==> src/rtl/dmem_arbiter.sv <==
// Round-robin arbiter/sequencer sharing one word-addressed data memory
// between the CPU load/store port (port 0) and an auxiliary master (port 1).
module dmem_arbiter #(
    parameter int unsigned MEM_WORDS = 1024,
    parameter int unsigned DATA_W    = 32
) (
    input  logic              clk,
    input  logic              resetN,
    input  logic              p0_req,
    input  logic              p0_we,
    input  logic [DATA_W-1:0] p0_addr,
    input  logic [DATA_W-1:0] p0_wdata,
    output logic              p0_ack,
    output logic              p0_err,
    output logic [DATA_W-1:0] p0_rdata,
    input  logic              p1_req,
    input  logic              p1_we,
    input  logic [DATA_W-1:0] p1_addr,
    input  logic [DATA_W-1:0] p1_wdata,
    output logic              p1_ack,
    output logic              p1_err,
    output logic [DATA_W-1:0] p1_rdata,
    output logic [DATA_W-1:0] mem_address,
    output logic [DATA_W-1:0] mem_wrData,
    output logic              mem_MemWrite,
    output logic              mem_MemRead,
    input  logic [DATA_W-1:0] mem_readData,
    output logic              busy
);

    localparam logic [DATA_W-1:0] ADDR_LIMIT = DATA_W'(MEM_WORDS);

    typedef enum logic [1:0] {
        IDLE   = 2'd0,
        ACCESS = 2'd1,
        ACK    = 2'd2
    } state_t;

    state_t            state;
    state_t            next_state;
    logic              last_gnt;
    logic              gnt_id;
    logic              we_r;
    logic              in_range_r;
    logic [DATA_W-1:0] addr_r;
    logic [DATA_W-1:0] wdata_r;

    logic              grant_c;
    logic              sel_c;
    logic              in_range_c;
    logic [DATA_W-1:0] sel_addr_c;
    logic [DATA_W-1:0] rsp_c;

    // Next-state, grant selection and response data
    always_comb begin
        next_state = state;
        grant_c    = 1'b0;
        sel_c      = 1'b0;
        case (state)
            IDLE: begin
                if (p0_req || p1_req) begin
                    grant_c    = 1'b1;
                    // On a tie the port not granted last wins
                    sel_c      = (p0_req && p1_req) ? ~last_gnt : p1_req;
                    next_state = ACCESS;
                end
            end
            ACCESS:  next_state = ACK;
            ACK:     next_state = IDLE;
            default: next_state = IDLE;
        endcase
        sel_addr_c = sel_c ? p1_addr : p0_addr;
        in_range_c = (sel_addr_c < ADDR_LIMIT);
        rsp_c      = (in_range_r && !we_r) ? mem_readData : '0;
    end

    // Strobes gated by reset so no write lands while reset is asserted
    assign mem_MemWrite = resetN && (state == ACCESS) && in_range_r && we_r;
    assign mem_MemRead  = resetN && (state == ACCESS) && in_range_r && !we_r;
    assign mem_address  = addr_r;
    assign mem_wrData   = wdata_r;

    always_ff @(posedge clk) begin
        if (!resetN) begin
            state      <= IDLE;
            last_gnt   <= 1'b1;
            gnt_id     <= 1'b0;
            we_r       <= 1'b0;
            in_range_r <= 1'b0;
            addr_r     <= '0;
            wdata_r    <= '0;
            busy       <= 1'b0;
            p0_ack     <= 1'b0;
            p0_err     <= 1'b0;
            p0_rdata   <= '0;
            p1_ack     <= 1'b0;
            p1_err     <= 1'b0;
            p1_rdata   <= '0;
        end else begin
            state    <= next_state;
            busy     <= (next_state != IDLE);
            p0_ack   <= 1'b0;
            p0_err   <= 1'b0;
            p0_rdata <= '0;
            p1_ack   <= 1'b0;
            p1_err   <= 1'b0;
            p1_rdata <= '0;
            if (grant_c) begin
                gnt_id     <= sel_c;
                last_gnt   <= sel_c;
                we_r       <= sel_c ? p1_we : p0_we;
                addr_r     <= sel_addr_c;
                wdata_r    <= sel_c ? p1_wdata : p0_wdata;
                in_range_r <= in_range_c;
            end
            // Response captured at the edge closing ACCESS, shown during ACK
            if (state == ACCESS) begin
                if (gnt_id) begin
                    p1_ack   <= 1'b1;
                    p1_err   <= ~in_range_r;
                    p1_rdata <= rsp_c;
                end else begin
                    p0_ack   <= 1'b1;
                    p0_err   <= ~in_range_r;
                    p0_rdata <= rsp_c;
                end
            end
        end
    end

endmodule

==> config.mk <==
export PLATFORM = sky130hd
export DESIGN_NAME = dmem_arbiter
export DESIGN_NICKNAME = d
export VERILOG_FILES = /design/src/rtl/dmem_arbiter.sv
export SDC_FILE = /design/constraint.sdc
export NUM_CORES = 1
export LEC_CHECK = 0
export ABC_CLOCK_PERIOD_IN_PS = 3100
export CORE_AREA = 5 5 113 115
export CTS_CLUSTER_DIAMETER = 30
export CTS_CLUSTER_SIZE = 28
export DETAILED_ROUTE_END_ITERATION = 6
export DIE_AREA = 0 0 118 120
export DONT_BUFFER_PORTS = 1
export GPL_TIMING_DRIVEN = 0
export MAX_ROUTING_LAYER = met4
export PLACE_DENSITY = 0.66
export RECOVER_POWER = 100
export SYNTH_ARGS = -nofsm -noshare
export SYNTH_HDL_FRONTEND = slang
export SYNTH_SLANG_ARGS = --single-unit
==> constraint.sdc <==
create_clock -name clk -period 3.1 [get_ports clk]
set_input_delay 0.62 -clock clk [delete_from_list [all_inputs] [get_ports clk]]
set_output_delay 0.62 -clock clk [all_outputs]
set_load 0.005 [all_outputs]
Word level (Yosys, flattened, before mapping)

Cells that the tools add are included.

Order comparisons: 1
Eq/ne operators: 1
Mux-type cells: 13
Bitwise gates (word level): 4
Reduce and logical (&&, ||, !) cells: 13

Operators by type and width:

| kind                                                  | number |
|---|---|
| two-way mux 32 bit                                    | 3 |
| < comparator 32 x 11 -> 1 bit (second input constant) | 1 |
| two-way mux 1 bit                                     | 8 |
| logical AND 1 bit                                     | 6 |
| NOT 1 bit                                             | 4 |
| case mux 2 bit (2 select lines)                       | 1 |
| AND reduction 3 bit                                   | 1 |
| OR reduction 3 bit                                    | 1 |
| equality test 2 x 1 -> 1 bit (second input constant)  | 1 |
| zero test 2 bit                                       | 1 |
| two-way mux 2 bit                                     | 1 |
| AND reduction 2 bit                                   | 1 |
| nonzero test 2 bit                                    | 1 |
| zero test 1 bit                                       | 1 |
| logical OR 1 bit                                      | 1 |

Register bits: 139
Input bits: 166
Word-level logic and storage cells: 46

Logic depth before layout (Yosys ltp)

Depth in word-level cells: 6
Depth in mapped cells: 7
Mapped depth without buffers: 4

Worst setup path after synthesis

OpenSTA, ideal clock, no wires.

Kind: input -> register
Start point: in p1_req
End point: reg wdata_r[1] (netlist: mem_wrData[1])
Arrival: 1666 ps
Data required time: 3030 ps
Path slack: 1364 ps
Cell stages on the path: 5
Path buffers: 2
Cells stage by stage: a21bo_1 buf_2 buf_1 o221ai_1 a21oi_1

Cells in the longest elaborated chain, start to end: 5
Elaborated cells between the ends (all ways): 8
Those cells by class: 6 x mux; 2 x reduce/logical

Ends and longest elaborated chain:

| element                | RTL line | text |
|---|---|---|
| start: declaration     | 16       | `input logic p1_req,` |
| logical AND 1 bit      | 64       | `sel_c = (p0_req && p1_req) ? ~last_gnt : p1_req;` |
| two-way mux 1 bit      | 64       |  |
| two-way mux 1 bit      | 61       | `if (p0_req \|\| p1_req) begin` |
| two-way mux 1 bit      | 59       | `case (state)` |
| two-way mux 32 bit     | 113      | `wdata_r <= sel_c ? p1_wdata : p0_wdata;` |
| end signal: assignment | 113      |  |
| end: declaration       | 46       | `logic [DATA_W-1:0] wdata_r;` |

Parallel ways exist; a longest one is shown, timed or not.
A chain may end at the register's enable or synchronous reset.

Worst setup path in the final report

Start point: reg last_gnt
End point: reg addr_r[0] (netlist: mem_address[0])

Cells in the longest elaborated chain, start to end: 5

Ends and longest elaborated chain:

| element                  | RTL line | text |
|---|---|---|
| start: declaration       | 41       | `logic last_gnt;` |
| start signal: assignment | 110      | `last_gnt <= sel_c;` |
| NOT 1 bit                | 64       |  |
| two-way mux 1 bit        | 64       |  |
| two-way mux 1 bit        | 61       |  |
| two-way mux 1 bit        | 59       |  |
| two-way mux 32 bit       | 72       | `sel_addr_c = sel_c ? p1_addr : p0_addr;` |
| end signal: assignment   | 112      | `addr_r <= sel_addr_c;` |
| end: declaration         | 45       | `logic [DATA_W-1:0] addr_r;` |

Every way passes these cells.

==> results.txt <==
----------------------------------------------------
[Outcome]
  Result of the run ... finished, final reports clean

[Power]
  Peak supply drop ... 0.519 mV
  Total power per unit cell area ... 757 nW/um^2
  Lkg Pwr ... 2.29 nW

[Yosys]
  Number of synthesis warnings ... 0
  Number of cells produced by synthesis ... 514
  Sequential cell area fraction in the yosys report ... 54.7%
  Per-instance average area after synthesis ... 9.90 um^2
  Synthesized area ... 5090 um^2
  Cell type with the highest aggregate area in the netlist ... sky130_fd_sc_hd__dfxtp_1
  Count of different cell masters after synthesis ... 33
  Area share of the leading cell type in the synthesized netlist ... 54.7%
  Net Count, Synth ... 680
  Cell types occupying the most area after synthesis ... sky130_fd_sc_hd__dfxtp_1, sky130_fd_sc_hd__o221ai_2, sky130_fd_sc_hd__and3_1
  Flop and latch count out of synthesis ... 139

[CTS]
  Cell at the root of the clock tree ... sky130_fd_sc_hd__clkbuf_16
  Clock tree from TritonCTS ... done
  Deepest level of the CTS H-tree ... 4
  Number of gates given a new drive strength after cts ... 0
  CTS clk-pin slew, worst paths ... 0.06 ns
  Quantity of hold-fixing buffers added after cts ... 0
  Later-pin clock latency in the skew report ... 0.41 ns
  Cts bufs inserted ... 17
  CTS max path bufs ... 2
  Total clock sinks ... 139
  Post-CTS setup-driven buffer insertion count ... 0

[Drt]
  First DRT Iteration DRCs ... 259
  Drt pass-1 iters ... 5
  Final antenna-violating net count ... 0
  Final routed wirelength across all metal layers ... 15.7 mm
  Drc violations ... 0
  Routed wirelength normalized by instance count ... 22.6 um
  Drt via density ... 5.88
  Routed via count ... 4076

[Worst setup path]
  Maximum fanout count along the critical path ... 10
  Worst setup path endpoint ... mem_address[0]
  Crit. End Element ... register
  Data arrival time of the worst path ... 2.73 ns
  Logic depth of the worst register-to-register path ... 7
  Crit. Startpoint ... last_gnt
  Required time worst endpoint ... 3.43 ns
  R2r startpoint ... last_gnt
  Register-to-register setup slack ... 0.71 ns
  Classification of the worst setup path ... reg2reg
  Reg-to-reg endpoint ... mem_address[0]
  Worst setup SP type ... register

[Floorplan]
  Starting Density ... 43.5%
  Height of the chip ... 120 um
  Die Area ... 14200 um^2
  IO Pins ... 301
  Horizontal die dimension ... 118 um
  Floorplan Core Area ... 11700 um^2
  Rows ... 40

[Placement]
  # placed instances ... 661
  Number of buffers inserted by port buffering ... 0
  HPWL after DPL ... 12.1 mm
  GP Congestion ... 0.882
  Area post-placement ... 5270 um^2

[Finish]
  Summed area of non-filler cells in the final layout ... 5670 um^2
  Share of post-route cells with drive strength above 1 ... 8.61%
  Signed area change from the synthesized netlist to the final layout ... 11.5%
  Top library cells by usage in the layout, fill and taps aside ... sky130_fd_sc_hd__dfxtp_1, sky130_fd_sc_hd__nand2_1, sky130_fd_sc_hd__and3_1, sky130_fd_sc_hd__a21oi_1, sky130_fd_sc_hd__o221ai_1
  Final-stage net count ... 699
  Antenna fix cells ... 0
  Number of cells in the finished layout apart from fillers ... 693
  Most common cell after layout, fill and taps aside ... sky130_fd_sc_hd__dfxtp_1
  Fill cell count ... 1109

[Worst hold path]
  Hold path startpoint ... mem_readData[18]
  Class of the most critical hold timing path ... in2reg

[Timing]
  Final hold viol count ... 0
  Worst slew pin tran ... 0.726 ns
  Highest attainable clock frequency ... 418 MHz
  Smallest hold slack ... 0.352 ns
  RSZ-0062 raised after global routing ... no
  Sum of negative setup slack ... 0 ns
  Max-slew violation count ... 0
  Headroom to the max-slew limit ... 51.6%
  Worst clock skew on the final layout ... 0.0168 ns
  Post-layout min period ... 2.39 ns
  Post-route clock period utilization ... 77.2%
  Final setup viols ... 0

[Run]
  # Max-Cap Violations ... 0

[Global route]
  Vias in the first global route ... 4122
  Remaining global-route overflow ... 0
  Pin count of the biggest net entering global routing ... 17
  Initial antenna violation count ... 0
  Global-route wire length before repair ... 23.7 mm
  Total routing usage reported by global routing ... 21.8%

----------------------------------------------------
-- critical path, cell delays in order, from the launching register on --
cell and delay, ns:
sky130_fd_sc_hd__dfxtp_1 0.32, sky130_fd_sc_hd__a21bo_1 0.16, sky130_fd_sc_hd__clkbuf_1 0.25, sky130_fd_sc_hd__nor3_1 0.42, sky130_fd_sc_hd__clkbuf_1 0.61, sky130_fd_sc_hd__buf_8 0.21, sky130_fd_sc_hd__o221ai_1 0.15, sky130_fd_sc_hd__a21oi_1 0.17
-- registers in the layout, indices dropped and copies added, names as in the netlist --
name / count
busy: 1
gnt_id: 1
in_range_r: 1
last_gnt: 1
mem_address: 32
mem_wrData: 32
p0_ack: 1
p0_err: 1
p0_rdata: 32
p1_ack: 1
p1_err: 1
p1_rdata: 32
state: 2
we_r: 1
-- layer usage --
metal / wire, um / part of all wire, % / global-route usage [%]
met1: 6000 / 38 / 23.6
met2: 8110 / 52 / 37.3
met3: 1470 / 9.4 / 8.67
met4: 115 / 0.73 / 5.95
met5: 0 / 0 / -
-- stage by stage --
step	utilization (%)	setup slack (ns)	power, mW
2_1_floorplan	-	1.36	2.29
3_3_place_gp	45.0	0.877	2.40
3_5_place_dp	45.0	0.868	2.42
4_1_cts	50.0	0.896	4.37
5_1_grt	48.5	0.440	4.50
6_report	48.5	0.706	4.29
-- where the power goes --
group	internal, mW	leakage (nW)	switching [mW]
Sequential	1.88	1.13	0.0840
Clock	1.13	0.277	0.825
Combinational	0.131	0.880	0.236
Total	3.15	2.29	1.14
-- worst min-delay path by stage --
stage,to,slack (ns),cells past startpoint
after floorplan,p1_err,0.44,1
after global placement,mem_wrData[8],0.47,2
after global routing,p1_rdata[17],0.33,1
after CTS,p0_rdata[18],0.34,1
final,p0_rdata[18],0.35,1
after detailed placement,mem_wrData[5],0.47,2
-- synth_stat cells, drive strengths merged --
master and n:
dfxtp 139, nand2 86, and3 66, a21oi 45, o221ai 43, clkbuf 27, nor2 26, buf 22
a311oi 21, nor4 8, nor2b 4, nor3 4, o21ai 4, a21boi 2, inv 2, nand3 2
o21a 2, or4 2, a21bo 1, a221oi 1, a22oi 1, and2 1, clkinv 1, nand3b 1
nand4 1, nor3b 1, o31ai 1
-- cell families after synthesis --
family | share of synthesized area, %
and+or+nand+nor | 19.5
DFF | 54.7
buffers and inverters | 5.06
AOI/OAI and AO/OA | 20.8
-- final cells by class --
class	instances	area (um^2)	area share, %
inverter	3	11.3	0.198
sequential	139	2780	49.0
multi-input combinational	323	1890	33.3
clock inverter	15	153	2.69
tap	147	184	3.24
clock buffer	17	425	7.50
buffer	49	230	4.06
No activity file was read; power rests on OpenSTA's default activity.
